`config.mk`:
```
export PLATFORM = sky130hd
export DESIGN_NAME = mips_multicycle_sequencer
export DESIGN_NICKNAME = d
export VERILOG_FILES = /design/src/rtl/mips_multicycle_sequencer.sv
export SDC_FILE = /design/constraint.sdc
export NUM_CORES = 1
export LEC_CHECK = 0
export CORE_ASPECT_RATIO = 0.9
export CORE_MARGIN = 2
export CORE_UTILIZATION = 47
export CTS_CLUSTER_DIAMETER = 50
export CTS_CLUSTER_SIZE = 16
export DETAILED_ROUTE_END_ITERATION = 12
export MAX_ROUTING_LAYER = met4
export PLACE_DENSITY = 0.84
export SLEW_MARGIN = 15
export SYNTH_ARGS = -nofsm -noshare
export SYNTH_HDL_FRONTEND = slang
export SYNTH_SLANG_ARGS = --single-unit
```
`constraint.sdc`:
```
create_clock -name clk -period 2.5 [get_ports clk]
set_input_delay 0.5 -clock clk [delete_from_list [all_inputs] [get_ports clk]]
set_output_delay 0.5 -clock clk [all_outputs]
set_load 0.02 [all_outputs]
```
`src/rtl/mips_multicycle_sequencer.sv`:
```
// Multi-cycle sequencing FSM for the MIPS core: steps FETCH/DECODE/EXEC/MEM/WB,
// waits on the memory handshake with a bus timeout, and enters INT/EXC states.
module mips_multicycle_sequencer #(
   parameter int MEM_TIMEOUT = 16
) (
   input  logic       clk,
   input  logic       reset,
   input  logic [5:0] OpCode,
   input  logic [5:0] Funct,
   input  logic       IRQ,
   input  logic       ker,
   input  logic       mem_ready,
   input  logic       branch_cond,
   output logic       PCWrite,
   output logic [2:0] PCSrc,
   output logic       IorD,
   output logic       IRWrite,
   output logic       MemRead,
   output logic       MemWrite,
   output logic       RegWrite,
   output logic [1:0] RegDst,
   output logic [1:0] MemtoReg,
   output logic [2:0] state,
   output logic [1:0] exc_cause,
   output logic       instr_done
);

   typedef enum logic [2:0] {
      S_FETCH  = 3'd0,
      S_DECODE = 3'd1,
      S_EXEC   = 3'd2,
      S_MEM    = 3'd3,
      S_WB     = 3'd4,
      S_INT    = 3'd5,
      S_EXC    = 3'd6
   } state_t;

   state_t     state_q, state_d;
   logic [7:0] cnt_q, cnt_d;
   logic [1:0] cause_q, cause_d;
   logic       done;
   logic       is_lw, is_sw, is_branch, timeout_hit;

   function automatic logic is_legal(input logic [5:0] op, input logic [5:0] fn);
      if (op == 6'h00) begin
         case (fn)
            6'h00, 6'h02, 6'h03, 6'h08, 6'h09, 6'h2a: return 1'b1;
            default: return (fn >= 6'h20) && (fn <= 6'h27);
         endcase
      end
      return ((op >= 6'h01) && (op <= 6'h0c)) || (op == 6'h0f) ||
             (op == 6'h23) || (op == 6'h2b);
   endfunction

   assign is_lw       = (OpCode == 6'h23);
   assign is_sw       = (OpCode == 6'h2b);
   assign is_branch   = (OpCode == 6'h01) || ((OpCode >= 6'h04) && (OpCode <= 6'h07));
   assign timeout_hit = !mem_ready && (cnt_q == 8'(MEM_TIMEOUT - 1));

   always_comb begin
      state_d    = state_q;
      cause_d    = cause_q;
      cnt_d      = '0;
      done       = 1'b0;
      PCWrite    = 1'b0;
      PCSrc      = 3'd0;
      IorD       = 1'b0;
      IRWrite    = 1'b0;
      MemRead    = 1'b0;
      MemWrite   = 1'b0;
      RegWrite   = 1'b0;
      RegDst     = 2'd0;
      MemtoReg   = 2'd0;
      instr_done = 1'b0;
      case (state_q)
         S_FETCH: begin
            if (mem_ready) begin
               MemRead = 1'b1;
               IRWrite = 1'b1;
               PCWrite = 1'b1;
               state_d = S_DECODE;
            end else if (timeout_hit) begin
               state_d = S_EXC;
               cause_d = 2'd2;
            end else begin
               MemRead = 1'b1;
               cnt_d   = cnt_q + 8'd1;
            end
         end
         S_DECODE: begin
            if (!is_legal(OpCode, Funct)) begin
               state_d = S_EXC;
               cause_d = 2'd1;
            end else if (OpCode == 6'h02 || OpCode == 6'h03) begin
               PCWrite = 1'b1;
               PCSrc   = 3'd2;
               done    = 1'b1;
               if (OpCode == 6'h03) begin
                  RegWrite = 1'b1;
                  RegDst   = 2'd2;
                  MemtoReg = 2'd2;
               end
            end else if (OpCode == 6'h00 && (Funct == 6'h08 || Funct == 6'h09)) begin
               PCWrite = 1'b1;
               PCSrc   = 3'd3;
               done    = 1'b1;
               if (Funct == 6'h09) begin
                  RegWrite = 1'b1;
                  MemtoReg = 2'd2;
               end
            end else begin
               state_d = S_EXEC;
            end
         end
         S_EXEC: begin
            if (is_branch) begin
               PCWrite = branch_cond;
               PCSrc   = 3'd1;
               done    = 1'b1;
            end else if (is_lw || is_sw) begin
               state_d = S_MEM;
            end else begin
               state_d = S_WB;
            end
         end
         S_MEM: begin
            IorD = 1'b1;
            if (mem_ready) begin
               MemRead  = is_lw;
               MemWrite = is_sw;
               if (is_lw) state_d = S_WB;
               else       done    = 1'b1;
            end else if (timeout_hit) begin
               // The stalled request is withdrawn in the cycle the exception is taken.
               state_d = S_EXC;
               cause_d = 2'd2;
            end else begin
               MemRead  = is_lw;
               MemWrite = is_sw;
               cnt_d    = cnt_q + 8'd1;
            end
         end
         S_WB: begin
            RegWrite = 1'b1;
            RegDst   = (OpCode == 6'h00) ? 2'd0 : 2'd1;
            MemtoReg = is_lw ? 2'd1 : 2'd0;
            done     = 1'b1;
         end
         S_INT, S_EXC: begin
            RegWrite = 1'b1;
            RegDst   = 2'd3;
            MemtoReg = 2'd2;
            PCWrite  = 1'b1;
            PCSrc    = (state_q == S_INT) ? 3'd4 : 3'd5;
            state_d  = S_FETCH;
         end
         default: state_d = S_FETCH;
      endcase

      // Interrupts are only recognised at an instruction boundary.
      if (done) begin
         instr_done = 1'b1;
         if (IRQ && !ker) begin
            state_d = S_INT;
            cause_d = 2'd3;
         end else begin
            state_d = S_FETCH;
         end
      end

      if (reset) begin
         PCWrite    = 1'b0;
         PCSrc      = 3'd0;
         IorD       = 1'b0;
         IRWrite    = 1'b0;
         MemRead    = 1'b0;
         MemWrite   = 1'b0;
         RegWrite   = 1'b0;
         RegDst     = 2'd0;
         MemtoReg   = 2'd0;
         instr_done = 1'b0;
      end
   end

   always_ff @(posedge clk) begin
      if (reset) begin
         state_q <= S_FETCH;
         cnt_q   <= '0;
         cause_q <= 2'd0;
      end else begin
         state_q <= state_d;
         cnt_q   <= cnt_d;
         cause_q <= cause_d;
      end
   end

   assign state     = state_q;
   assign exc_cause = cause_q;

endmodule

```
==> impl_results.md, run 1 <==
* Status: completed
* Routed WL at 3.40 mm
* Net count after synthesis at 154
* Global Route Usage Sum at 29.5%
* Final Cycle Share at 96.6%
* Top Family by Delay on Critical Path: compound AO/OA/AOI/OAI gates
* Core ar. at 1970 um^2
* Multi-input gate area at 748 um^2
* EDFF count, synth at 0
* Via/cell ratio at 5.76
* Async SR Flop Fraction at 0%
* Initial Util at 50.7%
* Share of post-route cells with drive strength above 1 at 30.0%
* Clock-pin slew on the worst setup and hold paths at 0.07 ns
* Startpoint types: primary input
* Critical path arrival at 1.92 ns
* CP endpoint kind: output port
* Syn_area_per_cell at 7.41 um^2
* Hold Crit Class: reg2reg
* Commonest cells after routing, fill and taps aside: buf_4, nor2_1, dlygate4sd2_1
* Die height at 47.8 um
* Slew Limit Fails at 0
* Power Total at 1.10 mW
* First-pass GRT wire length at 5.14 mm
* Area Overhead vs Synth at 66.0%
* Clock Skew at 0.00278 ns
* I/O Buffers at 36
* Slowest CP cell: and4bb_1
* Top_reg_cell synth: dfxtp_1
* Clock Latency Late Sink at 0.27 ns
* Syn Inst Count at 135
* Most common cell after layout, fill and taps aside: buf_4
* Synthesized flop and latch total at 13
* Register area share after synthesis at 26.0%
* CTS tree: yes
* Worst-Margin Slew at 0.392 ns
* I/O pin cnt at 37
* CTS Buffer Depth at 2
* Final Wtd Congestion at 0.894
* Largest net degree at the start of global routing at 10
* Clk root buf: clkbuf_4
* VDD IR max at 0.000627 V
* Die X-Extent at 52.6 um
* Max Cap Violations at 0
* Register area at 260 um^2
* Area leader, netlist: dfxtp_1
* CP bufs+invs at 2
* Row cnt at 15
* Final setup TNS at 0 ns
* Final HPWL DP at 2.66 mm
* Crit Path Max Fanout at 3
* WL per Instance at 14.9 um
* Fillers at 118
* Worst Slack Setup Final at 0.0843 ns
* Max stage delay on crit path at 0.32 ns
* Final hold slack at 0.456 ns
* H-tree depth at 1
* Top cell type's share of synthesized area at 26.0%
* Max_slew headroom at 73.7%
* CP required at 2.00 ns
* Post-route cell area at 1660 um^2
* DR iter-0 viols at 38
* Die ar. at 2510 um^2
* Setup Slack @ Placement at -0.592 ns
* Unrepaired setup endpoints after global routing: false
* Number of global-route vias before repair at 1179
* Via count at 1313
* Antenna violations before repair at 0
* DRT Pass-1 Iters at 6
* Synth unique cells at 43
* Clk sinks at 13
* Placed inst area at 1600 um^2
* Leak Pwr at 0.744 nW
* Post-route ant nets at 0
* Critical path cell sequence: dlygate4sd2_1 > and4bb_1 > nand2_2 > o2111a_2 > a211oi_4 > nor2_1 > buf_4
* Synth Cell Area at 1000 um^2
* CTS Buf Count at 3
* Final #Nets at 223
* Ant diodes at 0
* Area contributors post-synth: dfxtp_1, nor2_1, a21oi_1, nand2_1, xnor2_1
* Finish-stage setup viols at 0
* Drt drc at 0
* Gr ovfl total at 0
* PD cells at 661 nW/um^2
* Setup CP Type: in2out
* Yosys warning total at 0
* Fin crit period at 2.42 ns
* Fmax achieved at 414 MHz
* Final hold violations at 0
metrics by stage:
step | utilization [%] | std cells
after floorplan | - | 135
after detailed placement | 81.1 | 222
after CTS | 83.2 | 227
after global routing | 84.2 | 228
final | 84.2 | 228
after global placement | 81.1 | 222
worst reg2reg max path: cells and delay by family (launching register included):
kind | cells | cell delay [ns]
AOI/OAI and AO/OA | 4 | 0.69
buffers and inverters | 2 | 0.35
DFF | 1 | 0.50
and+or+nand+nor | 1 | 0.18
routing by layer:
metal  vias to the layer above  part of all wire [%]  track usage (%)
li1                        632                     -                -
met1                       613                    42             35.3
met2                        59                    50             50.0
met3                         9                   6.8             7.19
met4                         0                  0.91             8.72
met5                         -                     0                -
flip-flops by register name, summed over array words and instances (netlist names):
name and count:
cnt_q 8, exc_cause 2, state 3
Yosys cell counts, drive strengths merged (2+ instances only):
cell type,n
nand2,14
o2111a,3
o211ai,2
o21ai,4
nor2,23
and3,3
nor4,3
inv,6
xnor2,4
a211oi,3
nand2b,3
a21o,2
a211o,2
buf,3
nor3,7
nor2b,2
a21oi,10
a31oi,4
xor2,3
nand3,6
dfxtp,13
area by class of cell:
type	instances	area share, %
tap	25	1.89
clock buffer	4	1.58
multi-input combinational	112	45.1
sequential	13	15.7
inverter	6	1.36
timing repair buffer	68	34.4
path summary, 6_finish.rpt:
path	startpoint	to	slack (ns)	cells after the start
worst max-delay path	OpCode[4]	instr_done	0.08	7
worst min-delay path	cnt_q[0]	cnt_q[0]	0.46	1
worst max register to register	state[2]	exc_cause[0]	0.66	7
worst min register to register	cnt_q[0]	cnt_q[0]	0.46	1
cell families after synthesis:
group / synth area share, %
adders and majority gates: 1.25
AOI/OAI and AO/OA: 27.2
DFF: 26.0
and+or+nand+nor: 35.4
buffers and inverters: 4.00
xor gates and xnor gates: 6.13
report_power, final:
part	leakage [nW]	total, mW	switching (mW)	internal (mW)
clock	0.0150	0.125	0.0635	0.0618
sequential	0.106	0.281	0.0395	0.242
combinational	0.624	0.690	0.387	0.303
total	0.744	1.10	0.490	0.607
repair_timing:
| item | in CTS | in global routing |
|---|---|---|
| buffers inserted | 1 | 1 |
| pin swaps | 8 | 6 |
| hold buffers | 0 | 0 |
| resized for setup | 55 | 7 |
| setup endpoints to repair | 14 | 6 |
(Power assumes the default switching activity.)
==> run 2, diff against run 1 <==
--- a/config.mk
+++ b/config.mk
@@ -5,14 +5,15 @@
 export SDC_FILE = /design/constraint.sdc
 export NUM_CORES = 1
 export LEC_CHECK = 0
+export ABC_AREA = 1
 export CORE_ASPECT_RATIO = 0.9
 export CORE_MARGIN = 2
-export CORE_UTILIZATION = 47
+export CORE_UTILIZATION = 49
 export CTS_CLUSTER_DIAMETER = 50
 export CTS_CLUSTER_SIZE = 16
 export DETAILED_ROUTE_END_ITERATION = 12
 export MAX_ROUTING_LAYER = met4
-export PLACE_DENSITY = 0.84
+export PLACE_DENSITY = 0.85
 export SLEW_MARGIN = 15
 export SYNTH_ARGS = -nofsm -noshare
 export SYNTH_HDL_FRONTEND = slang
==> run 2 against run 1 <==
Wire length decreased by 13%. Flip-flop and latch count stayed put. Via count down 1.8%. Count of clock-buffer cells in the layout is 1 lower. Critical path type unchanged. Critical endpoint is now PCSrc[2]. Highest routed layer unchanged.
==> impl_results.md, run 2 <==
* Status: completed
* WL per Instance at 11.5 um
* PD cells at 397 nW/um^2
* Synthesized flop and latch total at 13
* DRT Pass-1 Iters at 4
* Max_slew headroom at 84.0%
* Fmax achieved at 411 MHz
* Area contributors post-synth: dfxtp_1, nand2_1, nor2_1, inv_1, a21oi_1
* CTS Buf Count at 3
* Core ar. at 2160 um^2
* Startpoint types: primary input
* Area Overhead vs Synth at 48.7%
* Leak Pwr at 0.805 nW
* VDD IR max at 0.000345 V
* Max reg flops at 8
* CP bufs+invs at 3
* Top cell type's share of synthesized area at 23.4%
* Final Cycle Share at 97.3%
* Async SR Flop Fraction at 0%
* Register area share after synthesis at 23.4%
* Final hold slack at 0.451 ns
* Clk root buf: clkbuf_4
* Area leader, netlist: dfxtp_1
* Power Total at 0.657 mW
* Syn_area_per_cell at 6.43 um^2
* Top_reg_cell synth: dfxtp_1
* Final Wtd Congestion at 0.865
* Fillers at 165
* Synth unique cells at 32
* Register area at 264 um^2
* Clock-pin slew on the worst setup and hold paths at 0.08 ns
* Most common cell after layout, fill and taps aside: nand2_1
* Initial Util at 51.4%
* CTS Buffer Depth at 2
* CP most frequent cell: clkdlybuf4s50_1
* Syn Inst Count at 173
* DR iter-0 viols at 36
* Global Route Usage Sum at 24.7%
* Final #Nets at 250
* Critical path cell sequence: clkdlybuf4s50_1 > buf_4 > nor2_1 > clkdlybuf4s50_1
* Final setup TNS at 0 ns
* Yosys warning total at 0
* Post-route ant nets at 0
* Setup CP Type: in2out
* Clock Latency Late Sink at 0.27 ns
* Via count at 1289
* Clock Skew at 0.00266 ns
* I/O pin cnt at 37
* Commonest cells after routing, fill and taps aside: nand2_1, nor2_1, inv_1
* Fin crit period at 2.43 ns
* Multi-input gate area at 749 um^2
* Net count after synthesis at 192
* Hold Crit Class: reg2reg
* Largest net degree at the start of global routing at 15
* Finish-stage setup viols at 0
* Most flops, register: cnt_q
* Hold_buf cts at 0
* CTS tree: yes
* Worst Slack Setup Final at 0.0682 ns
* Number of global-route vias before repair at 1230
* Crit Path Max Fanout at 14
* H-tree depth at 1
* Final hold violations at 0
* Worst-Margin Slew at 0.237 ns
* Post-Layout Cell Count at 257
* CP required at 2.00 ns
* Final HPWL DP at 2.48 mm
* Unrepaired setup endpoints after global routing: false
* First-pass GRT wire length at 4.90 mm
* Ant diodes at 0
* Gr ovfl total at 0
* Routed WL at 2.96 mm
* Antenna violations before repair at 0
* CP endpoint kind: output port
* Die height at 49.2 um
* Max stage delay on crit path at 0.61 ns
* Slowest CP cell: clkdlybuf4s50_1
* Commonest cells in the netlist: nand2_1, nor2_1, inv_1
* Placed Cells at 253
* Top Family by Delay on Critical Path: buffers and inverters
* I/O Buffers at 36
* Row cnt at 16
* Max Cap Violations at 0
* EDFF count, synth at 0
* Slew Limit Fails at 0
* Synth Cell Area at 1110 um^2
* Via/cell ratio at 5.02
* Clk sinks at 13
* Share of post-route cells with drive strength above 1 at 30.9%
* Critical path arrival at 1.93 ns
* Die X-Extent at 54.2 um
* Die ar. at 2670 um^2
* Drt drc at 0
* Setup Slack @ Placement at -0.445 ns
==> run 2: cell types whose count changed after synthesis, sizes merged, moves of 4 or more <==
cell,delta
inv,+22
nand2,+20
nor2,+18
nand3,+7
o21ai,+4
xnor2,-4
==> run 2: final timing paths <==
check	startpoint	endpoint	slack [ns]	cells past startpoint
worst min-delay path	cnt_q[0]	cnt_q[0]	0.45	1
worst min register to register	cnt_q[0]	cnt_q[0]	0.45	1
worst max register to register	cnt_q[0]	exc_cause[0]	0.85	11
worst max-delay path	reset	PCSrc[2]	0.07	4
==> run 2: final cells by class <==
| cell class | instances | share of cell area [%] |
|---|---|---|
| Multi-Input combinational cell | 130 | 45.3 |
| Sequential cell | 13 | 16.0 |
| Tap cell | 27 | 2.04 |
| Clock buffer | 3 | 1.36 |
| Timing Repair Buffer | 55 | 28.5 |
| Clock inverter | 1 | 0.303 |
| Inverter | 28 | 6.51 |
==> run 2: per-stage QoR <==
step / util [%] / cell area, um^2
3_5_place_dp: 75.9 / 1640
2_1_floorplan: - / 1110
3_3_place_gp: 75.9 / 1640
4_1_cts: 76.5 / 1650
6_report: 76.5 / 1650
5_1_grt: 76.5 / 1650
==> run 2: routing by layer <==
metal  share of wire, %  wire [um]  up-vias  global-route usage [%]
met5                  0          0        -                       -
met4               0.88         26        0                    5.83
met3                7.0        207        4                    3.68
met2                 51       1520       44                    45.0
met1                 41       1200      575                    27.1
li1                   -          -      666                       -
==> run 2: timing repair <==
item | 4_1_cts | 5_1_grt
cloned | 0 | 0
setup endpoints to repair | 11 | 11
gates resized for setup | 28 | 16
pin swaps | 3 | 1
endpoints found under the hold margin | 0 | 0
setup buffers | 0 | 0
==> run 2: worst register-to-register path, stage by stage (launching register included) <==
cell and delay [ns]:
dfxtp_1 0.36, ha_1 0.17, nand2_1 0.05, inv_1 0.09, nand2_1 0.12, nor2_2 0.16, nand2_1 0.09, buf_4 0.14
o21ai_1 0.10, nand2_1 0.06, a21oi_1 0.15, nor2_1 0.05
==> run 2: cells by family after synthesis <==
logic type      Yosys count  synth area share [%]
compound gates           25                  13.8
xor+xnor                  2                  1.58
fa+ha+maj                 1                  1.12
buf+inv                  30                  10.3
flops                    13                  23.4
simple gates            102                  49.7
==> run 2: where the power goes <==
group | leakage [nW] | internal [mW] | switching [mW] | total (mW)
combinational | 0.680 | 0.123 | 0.169 | 0.292
sequential | 0.107 | 0.222 | 0.0176 | 0.239
clock | 0.0177 | 0.0592 | 0.0666 | 0.126
total | 0.805 | 0.404 | 0.253 | 0.657
==> run 3, diff against run 2 <==
--- a/config.mk
+++ b/config.mk
@@ -7,7 +7,7 @@
 export LEC_CHECK = 0
 export ABC_AREA = 1
 export CORE_ASPECT_RATIO = 0.9
-export CORE_MARGIN = 2
+export CORE_MARGIN = 3
 export CORE_UTILIZATION = 49
 export CTS_CLUSTER_DIAMETER = 50
 export CTS_CLUSTER_SIZE = 16
==> run 3 against run 2 <==
Hold slack better by 0.0078 ns. Clock skew down 0.00069 ns. Count of clock-buffer cells in the layout up 1. Via count up 3.0%. Total power up 2.1%. Cell count down 0.78%. First-iteration DRC count up 33%. Sequential power about the same. Critical path depth up 3. Clock power about the same. Register-to-register slack better by 0.02 ns. Critical endpoint is now PCSrc[0]. Largest cell class unchanged.
==> impl_results.md, run 3 (synthesis results as in run 2) <==
* Status: completed
* Via count at 1328
* Max_slew headroom at 80.0%
* CP required at 2.00 ns
* CTS tree: yes
* Startpoint types: primary input
* Fmax achieved at 411 MHz
* Leak Pwr at 0.849 nW
* Routed WL at 3.25 mm
* Worst-Margin Slew at 0.297 ns
* Final Cycle Share at 97.4%
* Share of post-route cells with drive strength above 1 at 30.4%
* PD cells at 399 nW/um^2
* Reg2reg end: exc_cause[0]
* Initial Util at 54.9%
* Area Overhead vs Synth at 51.3%
* Clock Latency Late Sink at 0.27 ns
* Number of global-route vias before repair at 1274
* Post-route cell area at 1680 um^2
* DR iter-0 viols at 48
* Post-Layout Cell Count at 255
* Clk sinks at 13
* Gr ovfl total at 0
* Crit path launch: Funct[2]
* I/O Buffers at 36
* Commonest cells after routing, fill and taps aside: nand2_1, nor2_1, inv_1
* Post-route ant nets at 0
* Hold_buf cts at 0
* Largest net degree at the start of global routing at 11
* Core ar. at 2030 um^2
* Antenna violations before repair at 0
* H-tree depth at 1
* Crit Path Max Fanout at 3
* Max Cap Violations at 0
* Final setup TNS at 0 ns
* Final HPWL DP at 2.64 mm
* Clk root buf: clkbuf_4
* DRT Pass-1 Iters at 4
* CTS Buffer Depth at 2
* Final Wtd Congestion at 0.884
* Final hold violations at 0
* Slew Limit Fails at 0
* WHS Endpoint: cnt_q[0]
* VDD IR max at 0.000374 V
* Max reg flops at 8
* Path depth of the worst reg2reg path at 11
* Clock Skew at 0.00197 ns
* Critical path arrival at 1.94 ns
* Fin crit period at 2.44 ns
* CP endpoint kind: output port
* I/O pin cnt at 37
* Setup CP Type: in2out
* Hold Crit Class: reg2reg
* Most common cell after layout, fill and taps aside: nand2_1
* CTS Buf Count at 3
* Layout Utilization at 83.0%
* Final #Nets at 250
* Finish-stage setup viols at 0
* First-pass GRT wire length at 5.35 mm
* Placed inst area at 1640 um^2
* Reg2reg setup slack at 0.87 ns
* Hold_sp: cnt_q[0]
* Global Route Usage Sum at 23.8%
* Clock-pin slew on the worst setup and hold paths at 0.08 ns
* Drt drc at 0
* Cell depth of the worst hold path at 1
* Ant diodes at 0
* Post-CTS Setup Inserts at 0
* WL per Instance at 12.7 um
* Worst r2r src: cnt_q[0]
* Row cnt at 15
* Placed Cells at 251
* Die X-Extent at 56.2 um
* Die ar. at 2880 um^2
* Via/cell ratio at 5.21
* Most flops, register: cnt_q
* Die height at 51.2 um
[run 3: what timing repair did]
| action | in CTS | in global routing |
|---|---|---|
| pin swaps | 0 | 6 |
| endpoints found under the setup margin | 13 | 11 |
| resized for setup | 32 | 18 |
[run 3: worst max-delay path: stages]
cell and delay, ns:
clkdlybuf4s50_1 0.44, nor2_2 0.15, nand3_2 0.12, nor2_4 0.15, nand2_4 0.07, a31oi_1 0.17
clkdlybuf4s15_1 0.34
[run 3: where the power goes]
group / leakage [nW] / internal, mW / total, mW / switching, mW
Clock: 0.0150 / 0.0618 / 0.127 / 0.0655
Combinational: 0.727 / 0.128 / 0.303 / 0.175
Sequential: 0.107 / 0.222 / 0.241 / 0.0194
[run 3: cell type report]
type,instances,area (um^2)
sequential,13,264
fill,141,344
timing repair buffer,55,492
clock buffer,4,26.3
inverter,28,108
multi-input combinational,130,762
tap,25,31.3
[run 3: how the worst max path moves through the flow]
stage | to | slack, ns | depth (start not counted)
after floorplan | MemWrite | 0.34 | 6
after global placement | RegWrite | -0.35 | 9
final | PCSrc[0] | 0.06 | 7
after global routing | PCSrc[0] | -0.02 | 7
after detailed placement | RegWrite | -0.43 | 9
after CTS | PCSrc[1] | 0.005 | 7
[run 3: per-layer routing]
metal  vias up  GRT usage (%)  wire [um]
met4         0           6.72         45
met3         6           5.81        236
li1        669              -          -
met1       586           28.3       1410
met2        67           40.3       1560
met5         -              -          0
[run 3: metrics by stage]
| step | hold WS (ns) | worst slack (ns) | power (mW) |
|---|---|---|---|
| floorplan | 0.418 | 0.344 | 0.411 |
| global placement | 0.426 | -0.346 | 0.542 |
| detailed placement | 0.436 | -0.430 | 0.551 |
| CTS | 0.454 | 0.00517 | 0.668 |
| global route | 0.487 | -0.0229 | 0.710 |
| finish | 0.459 | 0.0641 | 0.672 |
